File: src/rtl/fp_norm_pkg.sv
// Shared definitions for the floating-point post-add/sub normaliser.
package fp_norm_pkg;

    // Interpretation of the raw significand coming from the adder
    localparam logic NORM_UNSIGNED = 1'b0;  // magnitude with carry MSB
    localparam logic NORM_SIGNED   = 1'b1;  // two's-complement significand

    // Bit positions inside the packed status-flag vector
    localparam int FLAG_ZERO   = 0;
    localparam int FLAG_UFLOW  = 1;
    localparam int FLAG_OFLOW  = 2;
    localparam int FLAG_STICKY = 3;
    localparam int FLAG_W      = 4;

    // Width of a leading-zero count over the MANT_W-1 bits below the carry bit
    function automatic int lzc_w(input int mant_w);
        return $clog2(mant_w);
    endfunction

endpackage

File: src/rtl/lzc_tree.sv
// Parametrised leading-zero counter built as a log-depth binary tree.
// The vector is padded at the LSB end with ones up to a power of two, so an
// all-zero input naturally counts to WIDTH; the count saturates at WIDTH.
module lzc_tree #(
    parameter int WIDTH = 24,
    parameter int CNT_W = $clog2(WIDTH + 1)
) (
    input  logic [WIDTH-1:0] i_vec,
    output logic [CNT_W-1:0] o_cnt,
    output logic             o_zero
);

    localparam int LVLS  = (WIDTH > 1) ? $clog2(WIDTH) : 1;
    localparam int PAD_W = 1 << LVLS;

    logic [PAD_W-1:0] w_pad;
    logic [LVLS-1:0]  w_root_cnt;
    logic             w_root_zro;
    logic [CNT_W-1:0] w_cnt;

    if (PAD_W > WIDTH) begin : g_pad
        assign w_pad = {i_vec, {(PAD_W - WIDTH){1'b1}}};
    end else begin : g_nopad
        assign w_pad = i_vec;
    end

    // Node 0 of every level is the most significant group of bits.
    for (genvar lv = 0; lv < LVLS; lv++) begin : g_lvl
        for (genvar nd = 0; nd < (PAD_W >> (lv + 1)); nd++) begin : g_nd
            logic [lv:0] cnt;
            logic        zro;
            if (lv == 0) begin : g_leaf
                assign cnt = ~w_pad[PAD_W-1-2*nd];
                assign zro = ~w_pad[PAD_W-1-2*nd] & ~w_pad[PAD_W-2-2*nd];
            end else begin : g_merge
                assign zro = g_lvl[lv-1].g_nd[2*nd].zro & g_lvl[lv-1].g_nd[2*nd+1].zro;
                assign cnt = g_lvl[lv-1].g_nd[2*nd].zro ?
                             {1'b1, g_lvl[lv-1].g_nd[2*nd+1].cnt} :
                             {1'b0, g_lvl[lv-1].g_nd[2*nd].cnt};
            end
        end
    end

    assign w_root_cnt = g_lvl[LVLS-1].g_nd[0].cnt;
    assign w_root_zro = g_lvl[LVLS-1].g_nd[0].zro;

    // Saturate the count when the unpadded tree sees no set bit at all
    always_comb begin
        w_cnt = '0;
        if (w_root_zro) begin
            w_cnt = CNT_W'(WIDTH);
        end else begin
            w_cnt = CNT_W'(w_root_cnt);
        end
    end

    assign o_cnt  = w_cnt;
    assign o_zero = w_root_zro | (w_cnt == CNT_W'(WIDTH));

endmodule

File: src/rtl/fp_norm_pipe.sv
// Two-stage post-add/sub normaliser: stage 1 resolves magnitude, sign and the
// leading-zero count; stage 2 shifts, adjusts the exponent and raises flags.
// Each stage register loads when empty or when its contents are leaving.
module fp_norm_pipe
    import fp_norm_pkg::*;
#(
    parameter int MANT_W = 25,
    parameter int EXP_W  = 8
) (
    input  logic              clk,
    input  logic              rst_n,
    input  logic              in_valid,
    output logic              in_ready,
    input  logic              in_mode,
    input  logic [MANT_W-1:0] in_sig,
    input  logic [EXP_W-1:0]  in_exp,
    output logic              out_valid,
    input  logic              out_ready,
    output logic [MANT_W-1:0] out_sig,
    output logic [EXP_W-1:0]  out_exp,
    output logic              out_sign,
    output logic              out_sticky,
    output logic              out_zero,
    output logic              out_uflow,
    output logic              out_oflow
);

    localparam int LZC_W = lzc_w(MANT_W);

    // Stage 1 combinational
    logic [MANT_W-1:0] w_mag;
    logic              w_neg;
    logic [LZC_W-1:0]  w_lzc;
    logic              w_lzc_zero;

    // Stage 1 registers
    logic              r_s1_valid;
    logic [MANT_W-1:0] r_s1_mag;
    logic              r_s1_sign;
    logic              r_s1_zero;
    logic [EXP_W-1:0]  r_s1_exp;
    logic [LZC_W-1:0]  r_s1_lzc;

    // Stage 2 combinational
    logic [EXP_W:0]    w_exp_inc;
    logic [EXP_W:0]    w_exp_dec;
    logic              w_uflow;
    logic [MANT_W-1:0] w_nx_sig;
    logic [EXP_W-1:0]  w_nx_exp;
    logic [FLAG_W-1:0] w_nx_flags;

    // Output registers
    logic              r_out_valid;
    logic [MANT_W-1:0] r_out_sig;
    logic [EXP_W-1:0]  r_out_exp;
    logic              r_out_sign;
    logic [FLAG_W-1:0] r_out_flags;

    logic              w_s2_ready;
    logic              w_in_ready;

    assign w_s2_ready = ~r_out_valid | out_ready;
    assign w_in_ready = ~r_s1_valid | w_s2_ready;

    // Magnitude and sign of the raw significand
    always_comb begin
        w_mag = in_sig;
        w_neg = 1'b0;
        if ((in_mode == NORM_SIGNED) && in_sig[MANT_W-1]) begin
            w_mag = -in_sig;
            w_neg = 1'b1;
        end else begin
            w_mag = in_sig;
            w_neg = 1'b0;
        end
    end

    lzc_tree #(
        .WIDTH (MANT_W - 1),
        .CNT_W (LZC_W)
    ) u_lzc (
        .i_vec  (w_mag[MANT_W-2:0]),
        .o_cnt  (w_lzc),
        .o_zero (w_lzc_zero)
    );

    // Stage 1 register: capture magnitude, sign, count and exponent
    always_ff @(posedge clk or negedge rst_n) begin
        if (!rst_n) begin
            r_s1_valid <= 1'b0;
            r_s1_mag   <= '0;
            r_s1_sign  <= 1'b0;
            r_s1_zero  <= 1'b0;
            r_s1_exp   <= '0;
            r_s1_lzc   <= '0;
        end else if (w_in_ready) begin
            r_s1_valid <= in_valid;
            if (in_valid) begin
                r_s1_mag  <= w_mag;
                r_s1_sign <= w_neg;
                r_s1_zero <= w_lzc_zero & ~w_mag[MANT_W-1];
                r_s1_exp  <= in_exp;
                r_s1_lzc  <= w_lzc;
            end
        end
    end

    // Exponent arithmetic one bit wider than the field so nothing wraps
    assign w_exp_inc = {1'b0, r_s1_exp} + {{EXP_W{1'b0}}, 1'b1};
    assign w_exp_dec = {1'b0, r_s1_exp} - {{(EXP_W + 1 - LZC_W){1'b0}}, r_s1_lzc};
    // exp - lzc borrowing or landing on zero means exp <= lzc
    assign w_uflow   = w_exp_dec[EXP_W] | (w_exp_dec[EXP_W-1:0] == {EXP_W{1'b0}});

    // Stage 2: zero, carry/overflow, underflow flush, then normal left shift
    always_comb begin
        w_nx_sig   = '0;
        w_nx_exp   = '0;
        w_nx_flags = '0;
        if (r_s1_zero) begin
            w_nx_flags[FLAG_ZERO] = 1'b1;
        end else if (r_s1_mag[MANT_W-1]) begin
            w_nx_flags[FLAG_STICKY] = r_s1_mag[0];
            // Anything at or past the all-ones exponent becomes infinity
            if (w_exp_inc >= {1'b0, {EXP_W{1'b1}}}) begin
                w_nx_flags[FLAG_OFLOW] = 1'b1;
                w_nx_exp               = {EXP_W{1'b1}};
                w_nx_sig               = '0;
            end else begin
                w_nx_sig = {1'b0, r_s1_mag[MANT_W-1:1]};
                w_nx_exp = w_exp_inc[EXP_W-1:0];
            end
        end else if (w_uflow) begin
            w_nx_flags[FLAG_UFLOW] = 1'b1;
        end else begin
            w_nx_sig = r_s1_mag << r_s1_lzc;
            w_nx_exp = w_exp_dec[EXP_W-1:0];
        end
    end

    // Output register: advance whenever downstream is free or consuming
    always_ff @(posedge clk or negedge rst_n) begin
        if (!rst_n) begin
            r_out_valid <= 1'b0;
            r_out_sig   <= '0;
            r_out_exp   <= '0;
            r_out_sign  <= 1'b0;
            r_out_flags <= '0;
        end else if (w_s2_ready) begin
            r_out_valid <= r_s1_valid;
            if (r_s1_valid) begin
                r_out_sig   <= w_nx_sig;
                r_out_exp   <= w_nx_exp;
                r_out_sign  <= r_s1_sign;
                r_out_flags <= w_nx_flags;
            end
        end
    end

    assign in_ready   = w_in_ready;
    assign out_valid  = r_out_valid;
    assign out_sig    = r_out_sig;
    assign out_exp    = r_out_exp;
    assign out_sign   = r_out_sign;
    assign out_sticky = r_out_flags[FLAG_STICKY];
    assign out_zero   = r_out_flags[FLAG_ZERO];
    assign out_uflow  = r_out_flags[FLAG_UFLOW];
    assign out_oflow  = r_out_flags[FLAG_OFLOW];

endmodule
File: config.mk
export PLATFORM = sky130hd
export DESIGN_NAME = fp_norm_pipe
export DESIGN_NICKNAME = d
export VERILOG_FILES = /design/src/rtl/fp_norm_pkg.sv /design/src/rtl/lzc_tree.sv /design/src/rtl/fp_norm_pipe.sv
export SDC_FILE = /design/constraint.sdc
export NUM_CORES = 1
export LEC_CHECK = 0
export ABC_AREA = 1
export CAP_MARGIN = 20
export CORE_ASPECT_RATIO = 1.2
export CORE_MARGIN = 4
export CORE_UTILIZATION = 59
export CTS_CLUSTER_DIAMETER = 120
export DETAILED_ROUTE_END_ITERATION = 10
export DONT_BUFFER_PORTS = 1
export PLACE_DENSITY = 0.84
export SLEW_MARGIN = 40
export SYNTH_ARGS = -nofsm -noshare
export SYNTH_HDL_FRONTEND = slang
export SYNTH_HIERARCHICAL = 1
export SYNTH_SLANG_ARGS = --single-unit
File: constraint.sdc
create_clock -name clk -period 2.3 [get_ports clk]
set_input_delay 0.46 -clock clk [delete_from_list [all_inputs] [get_ports clk]]
set_output_delay 0.46 -clock clk [all_outputs]
set_load 0.01 [all_outputs]
==> results.md <==
- First-pass GRT wire length: 29,600 um
- Die Area: 12,800 um2
- Final setup vio count: 0
- Final #Nets: 1,141
- Setup TNS: 0 ns
- Max Used Layer: met4
- Row cnt: 41
- Clock Pin Slew Worst Setup and Hold Paths: 0.06 ns
- CTS tree: built
- Number of synthesis warnings: 6
- Dpl hpwl: 13,100 um
- Iter 0 DRT Violations: 632
- Ys flop type: dfrtp_1
- Worst Reg-to-Reg Cells: 14
- Antenna diodes: 0
- Design Area, Final: 7450 um2
- Max frequency: 0.436 GHz
- Slew Limit Fails: 0
- Worst Skew: 0.00837 ns
- R2R Path Start: r_s1_exp[2]
- Crit path launch type: flop
- Unrepaired setup endpoints after global routing: true
- Yosys reg bits: 80
- H-tree depth: 3
- Pre-antenna DRT Iters: 9
- Vias: 7,172
- Syn_area_per_cell: 6.11 um2
- Final core utilization: 0.701
- RR Endpoint: out_sig[14]
- CTS buffer count: 9
- WP buf/inv: 2
- Layout cells sized above 1: 0.149
- WHS: -0.194 ns
- Outcome: finished, violations left
- Clock Sinks: 80
- Largest net degree at the start of global routing: 81
- Number of flops mapped to enable cells by yosys: 0
- Die Wd: 104 um
- CP max stage cell: dfrtp_1
- Max-slew headroom: 0.645
- Wire per inst: 15.1 um
- Clk buf depth: 2
- Initial antenna violation count: 0
- Clk_lat worst skew: 0.35 ns
- Area after DPL: 6870 um2
- PD cells: 831 nW/um2
- Crit-path max FO: 6
- Commonest non-fill, non-tap cell in the layout: nand2_1
- DR WL met3: 1640 um
- Critical Path End Type: flop
- Metal-1 WL: 7600 um
- Mapped Nets: 1,112
- Failing checks: hold timing
- Core ar.: 10,600 um2
- Worst reg2reg setup slack: 0.004 ns
- Worst-Margin Slew: 0.532 ns
- Initial Util: 0.612
- DRC viols: 0
- Asr flop ratio synth: 1.00
- Dominant cell type by area after synthesis: dfrtp_1
- DIE HEIGHT: 123 um
- Commonest non-fill, non-tap cells in the layout: nand2_1 (409), nand3_1 (166), nor2_1 (101)
- Post-Syn Instances: 1,064
- CP delay by family, top: simple AND/OR/NAND/NOR gates
- Hold Fails Final Rpt: 80
- CP max stage delay: 0.40 ns
- Leak: 4.00 nW
- Most used cell, CP: nand2_1
- Met2 wire len: 8530 um
- Req. time, crit path: 2.53 ns
- Main area contributors after synthesis: dfrtp_1 (31%), nand2_1 (24%), nand3_1 (13%)
- Clock root cell: clkbuf_16
- Synthesis-to-layout area growth: 14.6%
- HP Class: in2async
- Vias in the first global route: 6,436
- FILL cells: 909
- WS Path Type: reg2reg
- PortBufs: 0
- Sequential area share after synthesis: 0.308
- Routed WL: 18,500 um
- Max-cap violations: 0
- DR vias/cell: 5.85
- Fin crit share: 0.998
- Final ANT Viol Nets: 0
- Syn Std Cell Area: 6500 um2
- Total Routing Usage GR: 0.280
- Top-area cell type share of the netlist area: 0.308
- GPL Wtd Cong: 0.957
- Synth unique cells: 38
- Tmin final: 2.30 ns
- # IOs: 78
- Cell Chain, Critical Path: ha_1, inv_2, nand2_1, nand3_2, nand2_1, nand2_1, nand2_1, nor2_2, nand2_4, clkbuf_16, nand3_1, nand2_1, nand2_1, nand2_1
- Grt total ovfl: 0
- WP data arrival: 2.53 ns
- Peak VDD IR: 0.377 mV
-- report_power, final --
group,internal [mW],switching (mW)
clock network,0.871,0.572
registers,1.79,0.476
logic,0.921,1.56
total,3.58,2.61
-- sequential cells by signal, indices dropped and copies added, names as in the netlist --
signal       cells
out_exp          8
out_sig         25
out_sign         1
out_valid        1
r_out_flags      4
r_s1_exp         8
r_s1_lzc         5
r_s1_mag        25
r_s1_sign        1
r_s1_valid       1
r_s1_zero        1
-- synth_stat cells, types with 6 or more instances --
| master | instances |
|---|---|
| inv_2 | 7 |
| buf_2 | 18 |
| nand4_1 | 12 |
| o21ai_1 | 6 |
| clkbuf_1 | 22 |
| dfrtp_1 | 80 |
| nand3_1 | 170 |
| nand2_1 | 417 |
| inv_1 | 66 |
| nor2_1 | 109 |
| nor2_2 | 16 |
| ha_1 | 9 |
| o21ai_0 | 38 |
| a21oi_1 | 19 |
| xor2_1 | 16 |
-- cell type report --
cell class / count / area (um2) / area share
clock inverters: 6 / 66.3 / 0.00890
inverters: 75 / 287 / 0.0385
multi-input cells: 858 / 4100 / 0.550
well taps: 129 / 161 / 0.0217
repair buffers: 69 / 594 / 0.0798
flip-flops and latches: 80 / 2000 / 0.269
clock buffers: 10 / 239 / 0.0321
-- metrics by stage --
step | worst slack (ns) | hold WS, ns | total power, mW | instances
finish | 0.00424 | -0.194 | 6.19 | 1227
global route | -0.0916 | -0.204 | 6.65 | 1227
CTS | 0.0193 | -0.201 | 6.04 | 1214
detailed placement | -0.270 | 0.167 | 4.57 | 1198
global placement | -0.134 | 0.166 | 4.51 | 1198
floorplan | -0.000506 | 0.164 | 3.95 | 1064
-- routing by layer --
layer,vias to the layer above,track usage
li1,3470,-
met1,3229,0.363
met2,406,0.453
met3,67,0.0444
met4,0,0.152
met5,-,0
-- kinds of logic after synthesis --
| kind of cell | share of synthesized area |
|---|---|
| flops | 0.308 |
| simple gates | 0.502 |
| compound gates | 0.0612 |
| xor+xnor | 0.0243 |
| fa+ha+maj | 0.0204 |
| buf+inv | 0.0839 |
-- worst max path at each step --
stage / cells after the start / from / slack, ns / endpoint
final: 14 / r_s1_exp[2] / 0.004 / out_sig[14]
after CTS: 17 / r_s1_exp[0] / 0.02 / out_sig[0]
after global routing: 16 / r_s1_exp[0] / -0.09 / out_exp[0]
after floorplan: 16 / in_sig[1] / -0.0005 / r_s1_lzc[0]
after global placement: 15 / in_sig[3] / -0.13 / r_s1_lzc[0]
after detailed placement: 15 / in_sig[3] / -0.27 / r_s1_lzc[0]
-- timing repair --
action,4_1_cts,5_1_grt
setup buffers,0,10
resized for setup,1,35
pin swaps,0,37
gates cloned,0,3
hold endpoints to repair,80,80
endpoints found under the setup margin,7,36
Power figures use the tool's default switching activity.
